### src/rtl/updown_cmd_gen.sv
// Purpose : turns raw up/down/clear pushbuttons into clean single-cycle 2-bit counter commands.
// Latency : input stable before edge N -> up_down valid for the one cycle after edge N+2+DEBOUNCE_CYCLES.
// Backpressure: none; the downstream counter consumes a command every cycle it is non-zero.
//
// Ports:
//   clk       system clock, rising edge
//   reset     synchronous, active-high
//   btn_up    raw up button (asynchronous, active-high)
//   btn_down  raw down button (asynchronous, active-high)
//   btn_clr   raw clear button (asynchronous, active-high)
//   up_down   registered command: 00 hold, 01 up, 10 down, 11 clear
//   btn_held  registered, high while a press is being held
//
// Optional build macro: UPDOWN_CMD_AUTO_REPEAT_EN enables hold-to-repeat for up/down.
module updown_cmd_gen #(
    parameter int DEBOUNCE_CYCLES = 4,
    parameter int REPEAT_DELAY    = 8,
    parameter int REPEAT_PERIOD   = 4
) (
    input  logic       clk,
    input  logic       reset,
    input  logic       btn_up,
    input  logic       btn_down,
    input  logic       btn_clr,
    output logic [1:0] up_down,
    output logic       btn_held
);

    function automatic int max3(input int a, input int b, input int c);
        int m;
        m = a;
        if (b > m) m = b;
        if (c > m) m = c;
        return m;
    endfunction

    localparam int CW = $clog2(max3(DEBOUNCE_CYCLES, REPEAT_DELAY, REPEAT_PERIOD)) + 1;
    localparam logic [CW-1:0] DB_LAST = CW'(DEBOUNCE_CYCLES - 1);

    typedef enum logic [2:0] {
        IDLE,
        DEBOUNCE,
        ISSUE,
        HOLD,
        RELEASE
    } state_t;

    // Two-flop synchronizer, bit order {clr, up, down}.
    logic [2:0] sync1;
    logic [2:0] sync2;

    always_ff @(posedge clk) begin
        if (reset) begin
            sync1 <= 3'b000;
            sync2 <= 3'b000;
        end else begin
            sync1 <= {btn_clr, btn_up, btn_down};
            sync2 <= sync1;
        end
    end

    // Clear dominates; up and down together cancel out.
    logic [1:0] req;
    always_comb begin
        req = 2'b00;
        if (sync2[2])
            req = 2'b11;
        else if (sync2[1] && !sync2[0])
            req = 2'b01;
        else if (sync2[0] && !sync2[1])
            req = 2'b10;
    end

    state_t          state;
    state_t          state_nxt;
    logic [1:0]      cand;
    logic [1:0]      cand_nxt;
    logic [CW-1:0]   cnt;
    logic [CW-1:0]   cnt_nxt;
    logic [CW-1:0]   cnt_inc;
    logic [1:0]      up_down_nxt;
    logic            btn_held_nxt;

    assign cnt_inc = (cnt == {CW{1'b1}}) ? cnt : cnt + CW'(1);

`ifdef UPDOWN_CMD_AUTO_REPEAT_EN
    localparam logic [CW-1:0] RPT_DELAY_LAST  = CW'(REPEAT_DELAY - 1);
    localparam logic [CW-1:0] RPT_PERIOD_LAST = CW'(REPEAT_PERIOD - 1);

    // rpt_cnt holds (edges since the last pulse) - 1, so a threshold of
    // LIMIT-1 places the next pulse exactly LIMIT cycles after the previous one.
    // rpt_rep is set once the first repeat has fired, switching to the period.
    logic [CW-1:0] rpt_cnt;
    logic [CW-1:0] rpt_cnt_nxt;
    logic [CW-1:0] rpt_inc;
    logic [CW-1:0] rpt_limit;
    logic          rpt_rep;
    logic          rpt_rep_nxt;

    assign rpt_inc = (rpt_cnt == {CW{1'b1}}) ? rpt_cnt : rpt_cnt + CW'(1);
`endif

    always_comb begin
        state_nxt   = state;
        cand_nxt    = cand;
        cnt_nxt     = cnt;
        up_down_nxt = 2'b00;
`ifdef UPDOWN_CMD_AUTO_REPEAT_EN
        rpt_cnt_nxt = '0;
        rpt_rep_nxt = 1'b0;
        rpt_limit   = rpt_rep ? RPT_PERIOD_LAST : RPT_DELAY_LAST;
`endif
        unique case (state)
            IDLE: begin
                if (req != 2'b00) begin
                    cand_nxt  = req;
                    cnt_nxt   = '0;
                    state_nxt = DEBOUNCE;
                end
            end
            DEBOUNCE: begin
                if (req != cand) begin
                    state_nxt = IDLE;
                end else if (cnt >= DB_LAST) begin
                    state_nxt   = ISSUE;
                    up_down_nxt = cand;
                end else begin
                    cnt_nxt = cnt_inc;
                end
            end
            ISSUE: begin
                state_nxt = HOLD;
                cnt_nxt   = '0;
`ifdef UPDOWN_CMD_AUTO_REPEAT_EN
                rpt_cnt_nxt = CW'(1);
`endif
            end
            HOLD: begin
                // Any change, even to another non-zero code, forces a release first.
                if (req != cand) begin
                    state_nxt = RELEASE;
                    cnt_nxt   = '0;
                end
`ifdef UPDOWN_CMD_AUTO_REPEAT_EN
                else if (cand == 2'b01 || cand == 2'b10) begin
                    if (rpt_cnt >= rpt_limit) begin
                        up_down_nxt = cand;
                        rpt_cnt_nxt = '0;
                        rpt_rep_nxt = 1'b1;
                    end else begin
                        rpt_cnt_nxt = rpt_inc;
                        rpt_rep_nxt = rpt_rep;
                    end
                end
`endif
            end
            RELEASE: begin
                if (req == 2'b00) begin
                    if (cnt >= DB_LAST)
                        state_nxt = IDLE;
                    else
                        cnt_nxt = cnt_inc;
                end else if (req == cand) begin
                    // Bounce back onto the held button: resume without a new pulse.
                    state_nxt = HOLD;
                    cnt_nxt   = '0;
                end else begin
                    cnt_nxt = '0;
                end
            end
            default: begin
                state_nxt = IDLE;
                cnt_nxt   = '0;
            end
        endcase
        btn_held_nxt = (state_nxt == HOLD);
    end

    always_ff @(posedge clk) begin
        if (reset) begin
            state    <= IDLE;
            cand     <= 2'b00;
            cnt      <= '0;
            up_down  <= 2'b00;
            btn_held <= 1'b0;
        end else begin
            state    <= state_nxt;
            cand     <= cand_nxt;
            cnt      <= cnt_nxt;
            up_down  <= up_down_nxt;
            btn_held <= btn_held_nxt;
        end
    end

`ifdef UPDOWN_CMD_AUTO_REPEAT_EN
    always_ff @(posedge clk) begin
        if (reset) begin
            rpt_cnt <= '0;
            rpt_rep <= 1'b0;
        end else begin
            rpt_cnt <= rpt_cnt_nxt;
            rpt_rep <= rpt_rep_nxt;
        end
    end
`endif

endmodule

### config.mk
export PLATFORM = sky130hd
export DESIGN_NAME = updown_cmd_gen
export DESIGN_NICKNAME = d
export VERILOG_FILES = /design/src/rtl/updown_cmd_gen.sv
export SDC_FILE = /design/constraint.sdc
export NUM_CORES = 1
export LEC_CHECK = 0
export CAP_MARGIN = 10
export CORE_MARGIN = 1.5
export CORE_UTILIZATION = 40
export CTS_CLUSTER_DIAMETER = 100
export DETAILED_ROUTE_END_ITERATION = 12
export SYNTH_ARGS = -nofsm -noshare
export SYNTH_HDL_FRONTEND = slang
export SYNTH_SLANG_ARGS = --single-unit
### constraint.sdc
create_clock -name clk -period 1.8 [get_ports clk]
set_input_delay 0.27 -clock clk [delete_from_list [all_inputs] [get_ports clk]]
set_output_delay 0.27 -clock clk [all_outputs]
set_load 0.05 [all_outputs]
Word level (Yosys, flattened, before mapping)

Cells that the tools add are included.

Output and inout bits: 3
Input port bits: 5
Word-level logic and storage cells: 50
Register bits after elaboration: 18

Equal/unequal tests: 11
Add/subtract/negate cells: 1
Reduce and logical (&&, ||, !) cells: 10
Bitwise gates (word level): 2
Order comparisons: 1
Multiplexer cells: 18

Operators with widths:

| operator              | number |
|---|---|
| $mux W4               | 6 |
| $mux W3               | 7 |
| $pmux W4 S4           | 1 |
| $pmux W3 S5           | 1 |
| $eq A3 B2 Y1 const B  | 3 |
| $mux W2               | 3 |
| $ne A2 B2 Y1 const B  | 3 |
| $add A4 B1 Y4 const B | 1 |
| $eq A4 B4 Y1 const B  | 1 |
| $ge A4 B2 Y1 const B  | 1 |
| $reduce_or A4 Y1      | 1 |
| $eq A3 B1 Y1 const B  | 1 |
| $eq A3 B3 Y1 const B  | 1 |
| $logic_not A3 Y1      | 1 |
| $reduce_and A3 Y1     | 1 |
| $eq A2 B2 Y1          | 1 |
| $logic_and A1 B1 Y1   | 2 |
| $logic_not A1 Y1      | 2 |
| $logic_not A2 Y1      | 1 |
| $ne A2 B2 Y1          | 1 |
| $not A1 Y1            | 2 |
| $reduce_and A2 Y1     | 1 |
| $reduce_bool A2 Y1    | 1 |

Depth between registers and ports, before layout

Word-level depth: 10
Gate-level depth with buffers: 6
Depth with buffers taken out: 6

Worst setup path after synthesis

No wires, ideal clock.

Kind: register -> register
From: register cand[1]
To: register btn_held
Data required time: 1741 ps
Arrival time: 1882 ps
Buffers on the path: 0
Stages on the path, launching flop included: 6
Setup time: 59 ps
Slack: -142 ps
Clock period less this slack: 1942 ps
Path through: dfxtp_1 or4b_4 a31o_1 or4_4 a31oi_4 and2_1

Cells in the longest elaborated chain, start to end: 5
Elaborated cells between the ends (all ways): 8
Classes of those cells: 3 x eq/ne; 5 x mux

Ends and longest elaborated chain:

| what                     | line | source |
|---|---|---|
| start: declaration       | 76   | `logic [1:0] cand;` |
| start signal: assignment | 188  | `cand <= cand_nxt;` |
| $eq A2 B2 Y1             | 163  | `end else if (req == cand) begin` |
| $mux W3                  | 163  |  |
| $mux W3                  | 158  | `if (req == 2'b00) begin` |
| $pmux W3 S5 *            | 113  | `unique case (state)` |
| $eq A3 B2 Y1 *           | 176  | `btn_held_nxt = (state_nxt == HOLD);` |
| end signal: assignment   | 191  | `btn_held <= btn_held_nxt;` |
| end: declaration         | 26   | `output logic btn_held` |

Mark *: on every way between the ends. The rest lies on a longest branch, timed or not.
A chain may end at the register's enable or synchronous reset.

Worst setup path after layout

From: register sync2[2]
To: register btn_held

Cells in the longest elaborated chain, start to end: 6
Elaborated cells between the ends (all ways): 12
Classes of those cells: 3 x eq/ne; 7 x mux; 2 x reduce/logical

Ends and longest elaborated chain:

| what                     | line | source |
|---|---|---|
| start: declaration       | 50   | `logic [2:0] sync2;` |
| start signal: assignment | 58   | `sync2 <= sync1;` |
| $mux W2 *                | 66   | `if (sync2[2])` |
| $eq A2 B2 Y1             | 163  |  |
| $mux W3                  | 163  |  |
| $mux W3                  | 158  |  |
| $pmux W3 S5 *            | 113  |  |
| $eq A3 B2 Y1 *           | 176  |  |

Marked as above.

==> results.yml <==
power:
  netSwitchingFraction_pct: 28.3
  power_uw: 902
  power_density_nw_per_um2: 796
  p_int_uw: 647
  irDropWorstVdd_uv: 518
  p_leak_nw: 0.440
  power_switching_uw: 256
  pwr-share-clk_pct: 27.5
  power_frac_comb_pct: 23.9
  p_seq_share_pct: 48.7
global_routing:
  grt_pass1_vias: 681
  grt_max_degree: 13
  grt_pass1_wl_um: 2920
  antenna_found_initial: 0
  grt.overflow.total: 0
  grtUsageTotal_pct: 15.5
worst_setup_path:
  cp-end-kind: "register"
  rrSetupSlack_ns: -0.08
  worstSetupStartpointType: "register"
  required_ns: 2.04
  timing.rr.end: "btn_held"
  reg2reg_depth: 5
  cp.arrival_ns: 2.12
  path_max_fanout: 2
  critPathKind: "register to register"
  worstReg2RegStart: "sync2[2]"
placement:
  post-place-ws_ns: -0.119
  placed_cells: 136
  io_buffers: 7
  place.gp.congestion: 0.765
  place_hpwl_um: 1260
  placed_cell_area_sq_um: 1030
sta:
  rsz0062_at_grt: "true"
  hold_viol: 0
  skew_ns: 0.00271
  tns_ns: -0.109
  fin_hold_ws_ns: 0.450
  tightestPinTransition_ns: 0.497
  fin_ws_ns: -0.0826
  setup_viol: 3
  drv_slew: 0
  relSlewSlack_pct: 66.7
  period_share_pct: 105
  period_needed_ns: 1.88
  fmax_mhz: 531
synthesis:
  synth_top_area_share_pct: 41.8
  ys_ff_latch: 18
  postSynthCellCount: 95
  synth-seq-area-share_pct: 41.8
  yosysWarnings: 0
  synth_area_sq_um: 862
  ys_types: 38
  postSynthAreaPerCell_sq_um: 9.07
  syn_nets: 101
  synthTopCellsByArea: "dfxtp_1 42%, nor2b_1 8.0%, nor2_1 3.9%"
  netlist.top_cell.by_area: "dfxtp_1"
hold_path:
  whs_path_depth: 1
  hold_end: "sync2[0]"
  hp-class: "register to register"
  min_from: "sync1[0]"
floorplanning:
  fp-row-count: 16
  core_region_area_sq_um: 2000
  die_w_um: 49.4
  die_h_um: 49.4
  io_pins: 8
  start_util_pct: 43.1
  dieArea_sq_um: 2440
clock_tree:
  h-tree-depth: 1
  cts-buffers-inserted: 3
  ctsHoldBuffers: 0
  cts-root-buf: "clkbuf_4"
  cts_tree: "done"
  cts_sinks: 18
  cts.clk_slew.worst_paths_ns: 0.10
  clock_path_buffers: 2
  clock_latency_ns: 0.29
routing:
  dr_total_vias: 732
  drtIter0Drc: 11
  wl_um: 1710
  routed_via_density: 5.19
  drcViolationCount: 0
  dr.pass1.iters: 4
  ant_nets: 0
  wl_per_cell_um: 12.1
finish:
  nets: 121
  stdcell_area_sq_um: 1130
  syn_to_final_growth_pct: 31.5
  drive_gt1_share_pct: 24.6
  diodes: 0
  layout.cells.non_filler: 141
  fin_util_pct: 56.6
outcome:
  status: "finished, violations left"
  violations: "setup timing"
flow_run:
  maxCapViolCount: 0
==> placed cells by master, fill, tap and decap left out, drive strengths merged, types with 3 or more instances in the layout <==
cell type,netlist,final
a21oi,6,6
nand3b,3,3
o21ai,3,3
dfxtp,18,18
nand3,3,3
buf,0,11
nor3,6,6
nor2,9,9
clkbuf,3,4
nor2b,11,11
clkdlybuf4s50,0,7
==> cells by family after synthesis <==
kind of cell	count (synthesis)	synth area share, %
compound gates	19	16.7
xor+xnor	2	2.03
fa+ha+maj	1	1.45
buf+inv	4	1.74
flops	18	41.8
mux	2	2.32
simple gates	49	34.0
==> power by group through the flow <==
stage	combinational [mW]	clock (mW)	sequential, mW
after floorplan	0.121	0	0.446
after global placement	0.183	0	0.446
after detailed placement	0.185	0	0.447
after CTS	0.196	0.261	0.438
after global routing	0.237	0.275	0.442
final	0.216	0.248	0.439
==> how the worst max path moves through the flow <==
stage	endpoint	depth (start not counted)	from
global route	btn_held	5	sync2[2]
floorplan	btn_held	5	cand[1]
global placement	btn_held	5	cand[1]
CTS	btn_held	5	sync2[2]
finish	btn_held	5	sync2[2]
detailed placement	cnt[1]	6	cand[1]
==> repair_timing <==
item,in CTS,in global routing
gates resized for setup,2,8
pin swaps,5,2
setup buffers,1,0
setup endpoints to repair,5,9
==> metal layers <==
metal	track usage [%]	up-vias	wire length, um
met5	0	-	0
met3	2.76	4	48
met2	26.4	13	808
met1	19.5	332	831
li1	-	383	-
met4	5.56	0	17
==> synthesized netlist by cell type (all sizes together) <==
master,number
dfxtp,18
nor2b,11
nor2,9
a21oi,6
nor3,6
clkbuf,3
nand3,3
nand3b,3
o21ai,3
a31oi,2
and3,2
mux2i,2
nand2,2
nand2b,2
o211ai,2
or3,2
or4,2
a211oi,1
a21boi,1
a31o,1
a41oi,1
and2,1
and3b,1
ha,1
inv,1
nand4,1
nor3b,1
nor4b,1
o211a,1
o32ai,1
or2,1
or4b,1
xnor2,1
xor2,1
==> worst max-delay path, stage by stage (launching register included) <==
cell and delay, ns:
dfxtp_1 0.33, or4b_4 0.54, a31o_1 0.23, or4_4 0.42, a31oi_4 0.18, and2_1 0.13
==> sequential cells by signal (all words and copies together), names as in the netlist <==
| name | count |
|---|---|
| up_down | 2 |
| sync2 | 3 |
| cnt | 4 |
| btn_held | 1 |
| sync1 | 3 |
| state | 3 |
| cand | 2 |
==> final cells by class <==
type | count | area [sq um]
well taps | 27 | 33.8
repair buffers | 18 | 156
inverters | 1 | 3.75
flip-flops and latches | 18 | 362
clock buffers | 4 | 36.3
multi-input cells | 73 | 542
fillers | 184 | 868
Power figures use the tool's default switching activity.
==> edit 1: new RTL, same settings <==
Add a define of `UPDOWN_CMD_AUTO_REPEAT_EN`.
--- a/src/rtl/updown_cmd_gen.sv
+++ b/src/rtl/updown_cmd_gen.sv
@@ -14,2 +14,4 @@
 // Optional build macro: UPDOWN_CMD_AUTO_REPEAT_EN enables hold-to-repeat for up/down.
+`define UPDOWN_CMD_AUTO_REPEAT_EN
+
 module updown_cmd_gen #(
Check against the original RTL: no difference found for any inputs over 10 cycles, from zero or initial values and one cycle with reset high; that may be too few to reach the edited logic, so the function may still have changed.
==> edit 1 against the unedited design <==
The flow still finishes with violations (negative setup slack). Sequential cell count rose by 5. Sequential share of layout area up 1.5 points. Power up 14%. Design area rose by 23%. Synthesized area up 27%. Worst setup slack better by 20 ps. Wire length up 22%. Synthesized cell count up 27%. Critical path type unchanged. Critical endpoint is now state[0].
==> edit 1: results (changes against the unedited design) <==
* Post-synth net total at 129 (+28%)
* M3 GR Usage at 4.22% (+1.5 points)
* Worst r2r src: sync2[0]
* Fin worst setup slack at -62.8 ps (+19.7 ps)
* DRT iter0 DRCs at 15 (+4)
* Skew-Pair Late Insertion Delay at 320 ps (+30 ps)
* Placed cell area at 1290 um2 (+25%)
* Compound-gate portion of the synthesized area at 16.1% (-0.61 points)
* WHS at 448 ps (-2.01 ps)
* Slew HR at 67.3% (+0.60 points)
* Commonest cells post-synth: dfxtp_1, nor2_1, nor3_1, nor2b_1, a21oi_1
* Worst Skew at 8.61 ps (+5.90 ps)
* CTS clk-pin slew, worst paths at 130 ps (+30 ps)
* GRT met1 Usage at 19.2% (-0.31 points)
* Crit path max fanout at 6 (+4)
* Post-CTS Setup Bufs at 0 (-1)
* Post-DR wirelength/cell at 12.1 um (+0.34%)
* CP max stage delay at 500 ps (-40 ps)
* Top cells by area, synth: dfxtp_1, nor2b_1, nor3_1
* Synth Area in Adders at 3.42% (+2.0 points)
* Share of cells above drive strength 1 at 28.4% (+3.8 points)
* Worst r2r dst: state[0]
* Post-synthesis sequential area ratio at 42.0% (+0.16 points)
* P_seq at 0.544 mW (+24%)
* Post-Synth XOR/XNOR Area at 2.39% (+0.36 points)
* Status: finished with violations
* Post-DP HPWL at 1580 um (+25%)
* Final nets at 150 (+24%)
* Clock power share at 23.8% (-3.7 points)
* Final setup fails at 6 (+3)
* Failing checks: negative setup slack
* Netlist cell types at 41 (+7.9%)
* Syn_area_per_cell at 9.07 um2 (about the same)
* Placer congestion estimate at 0.841 (+10%)
* Average vias per placed instance at 5.28 (+1.7%)
* Leakage power at 0.572 nW (+30%)
* Dpl ws at -148 ps (-29.4 ps)
* Total Neg Setup Slack at -291 ps (-182 ps)
* Tot GR Track Use at 14.7% (-0.82 points)
* Placed insts at 167 (+23%)
* P_sw at 0.294 mW (+15%)
* Mux cell area share after synthesis at 1.82% (-0.50 points)
* Largest net degree at the start of global routing at 15 (+2)
edit 1: cell types whose count changed after synthesis, sizes merged, moves of 2 or more:
| cell | change |
|---|---|
| and2 | +2 |
| buf | +3 |
| clkbuf | +2 |
| dfxtp | +5 |
| ha | +2 |
| nor2 | +3 |
| nor2b | -3 |
| nor3 | +4 |
| nor4 | +3 |
| o211ai | -2 |
| o32a | +2 |
| or2 | +2 |
edit 1: area by class of cell:
type                            count  area, um2
Tap cell                           30       37.5
Timing Repair Buffer               24        198
Fill cell                         234       1150
Sequential cell                    23        464
Multi-Input combinational cell     88        654
Clock inverter                      1       7.51
Clock buffer                        3       22.5
Inverter                            2       7.51
edit 1: worst max-delay path by stage:
| stage | start | endpoint | slack [ps] | cells after the start |
|---|---|---|---|---|
| 2_1_floorplan | cand[1] | state[0] | -220 | 7 |
| 3_3_place_gp | sync2[0] | btn_held | -80 | 5 |
| 3_5_place_dp | sync2[0] | up_down[1] | -150 | 5 |
| 4_1_cts | sync2[0] | btn_held | -70 | 5 |
| 5_1_grt | sync2[0] | state[0] | -130 | 5 |
| 6_report | sync2[0] | state[0] | -60 | 5 |
edit 1: repair_timing:
action | CTS | global route
hold endpoints to repair | 0 | 0
pin swaps | 4 | 3
gates cloned | 0 | 0
resized for setup | 8 | 6
endpoints found under the setup margin | 10 | 13
edit 1: per-layer routing:
layer,up-vias,part of all wire (%)
met3,2,4.0
li1,467,-
met2,18,46
met4,0,0.87
met1,416,49
met5,-,0
edit 1: worst max-delay path: cells and delay by family (launching register included):
| kind | cells | cell delay (ps) |
|---|---|---|
| AO/OA/AOI/OAI | 3 | 670 |
| flip-flops | 1 | 340 |
| AND/OR/NAND/NOR | 2 | 770 |
==> edit 2: new RTL, config.mk and constraints unchanged <==
Without the edit above. Register the output `up_down` once more; this adds one clock of latency there. The other outputs are not delayed to match. Comments in the files are not updated.
--- a/src/rtl/updown_cmd_gen.sv
+++ b/src/rtl/updown_cmd_gen.sv
@@ -28,2 +28,4 @@
 
+    logic [1:0] up_down_s0;
+
     function automatic int max3(input int a, input int b, input int c);
@@ -183,3 +185,3 @@
             cnt      <= '0;
-            up_down  <= 2'b00;
+            up_down_s0 <= 2'b00;
             btn_held <= 1'b0;
@@ -189,3 +191,3 @@
             cnt      <= cnt_nxt;
-            up_down  <= up_down_nxt;
+            up_down_s0 <= up_down_nxt;
             btn_held <= btn_held_nxt;
@@ -206,2 +208,6 @@
 
+    always_ff @(posedge clk) begin
+        up_down <= up_down_s0;
+    end
+
 endmodule
Check against the original RTL: not equivalent (a bounded check fails within 10 cycles, from zero or initial values and one cycle with reset high).
==> edit 2 against the unedited design <==
Design area decreased by 9.1%. Via count fell by 13%. Global-route usage decreased by 3.0 points. Worst setup slack improved by 200 ps. Final cell count decreased by 9.9%. Clock power decreased by 19%. Critical path depth fell by 4. Synthesized area rose by 3.3%. Die area is 3.1% higher. Count of clock-buffer cells in the layout shrank 1. Sequential cell count is 2 higher. Power decreased by 6.4%. Wire length is 22% lower. Critical path type is now reg2out. Largest cell class unchanged.
==> edit 2: results (changes against the unedited design) <==
* Status: complete, no violations
* Syn_area_per_cell at 9.90 um2 (+9.1%)
* Worst Skew at 7.61 ps (+4.90 ps)
* Netlist cell types at 35 (-7.9%)
* CP Launch Point: up_down[0]
* DRT iter0 DRCs at 9 (-2)
* Worst r2r src: sync2[1]
* Crit path max fanout at 1 (-1)
* TritonCTS Sinks at 20 (+2)
* Final nets at 108 (-11%)
* Average vias per placed instance at 5.02 (-3.4%)
* Top delay family on crit path: buffers and inverters
* Top cells by area, synth: dfxtp_1, mux2i_1, nor2_1
* Met3 WL at 83 um (+73%)
* Post-synthesis sequential area ratio at 44.9% (+3.1 points)
* WL met1 at 606 um (-27%)
* Detailed Route WL at 1330 um (-22%)
* Commonest cells post-synth: dfxtp_1, nor2_1, nor2b_1
* First-pass GRT wire length at 2400 um (-18%)
* WL met2 at 611 um (-24%)
* CP max stage delay at 790 ps (+250 ps)
* Leakage power at 0.403 nW (-8.4%)
* Tot GR Track Use at 12.5% (-3.0 points)
* Cells on worst reg2reg path at 6 (+1)
* Tightest Pin Transition at 483 ps (-14.0 ps)
* Min cycle time layout at 1680 ps (-204 ps)
==> edit 2: area by class of cell <==
class	count	area, um2	area share [%]
Clock buffer	3	22.5	2.18
Inverter	1	3.75	0.364
Multi-Input combinational cell	66	475	46.1
Sequential cell	20	403	39.1
Tap cell	27	33.8	3.28
Timing Repair Buffer	10	92.6	8.98
==> edit 2: metal layers <==
layer,track usage [%],vias up
li1,-,337
met1,13.7,275
met2,20.8,21
met3,5.36,4
met4,5.56,0
met5,0,-
==> edit 2: cells by family after synthesis <==
family | Yosys count | share of synthesized area (%)
and+or+nand+nor | 43 | 28.0
xor gates and xnor gates | 1 | 0.983
DFF | 20 | 44.9
buffers and inverters | 4 | 3.65
adders and majority gates | 1 | 1.40
AOI/OAI and AO/OA | 16 | 15.5
muxes | 5 | 5.62
==> edit 2: how the worst min path moves through the flow <==
stage | from | end | slack, ps | cells past startpoint
after floorplan | up_down_s0[0] | up_down[0] | 310 | 0
after global placement | up_down_s0[1] | up_down[1] | 310 | 0
after detailed placement | up_down_s0[1] | up_down[1] | 320 | 0
after CTS | up_down_s0[1] | up_down[1] | 340 | 0
after global routing | up_down_s0[1] | up_down[1] | 360 | 0
final | up_down_s0[1] | up_down[1] | 340 | 0
==> edit 2: where the power goes <==
group / switching, mW / leakage, nW / total (mW) / internal (mW)
Clock: 0.122 / 0.0138 / 0.200 / 0.0778
Combinational: 0.0750 / 0.225 / 0.157 / 0.0820
Sequential: 0.0246 / 0.164 / 0.488 / 0.463
Total: 0.222 / 0.403 / 0.845 / 0.623
==> edit 2: through the flow <==
step / TNS, ps / utilization, % / hold WS (ps)
2_1_floorplan: 0 / - / 310
3_3_place_gp: 0 / 48.5 / 314
3_5_place_dp: 0 / 48.5 / 317
4_1_cts: 0 / 49.6 / 344
5_1_grt: -49.5 / 51.0 / 355
6_report: 0 / 51.0 / 339
==> edit 2: what timing repair did <==
action	4_1_cts	5_1_grt
endpoints found under the hold margin	0	0
gates resized for setup	0	5
buffers inserted	0	1
setup endpoints to repair	0	3
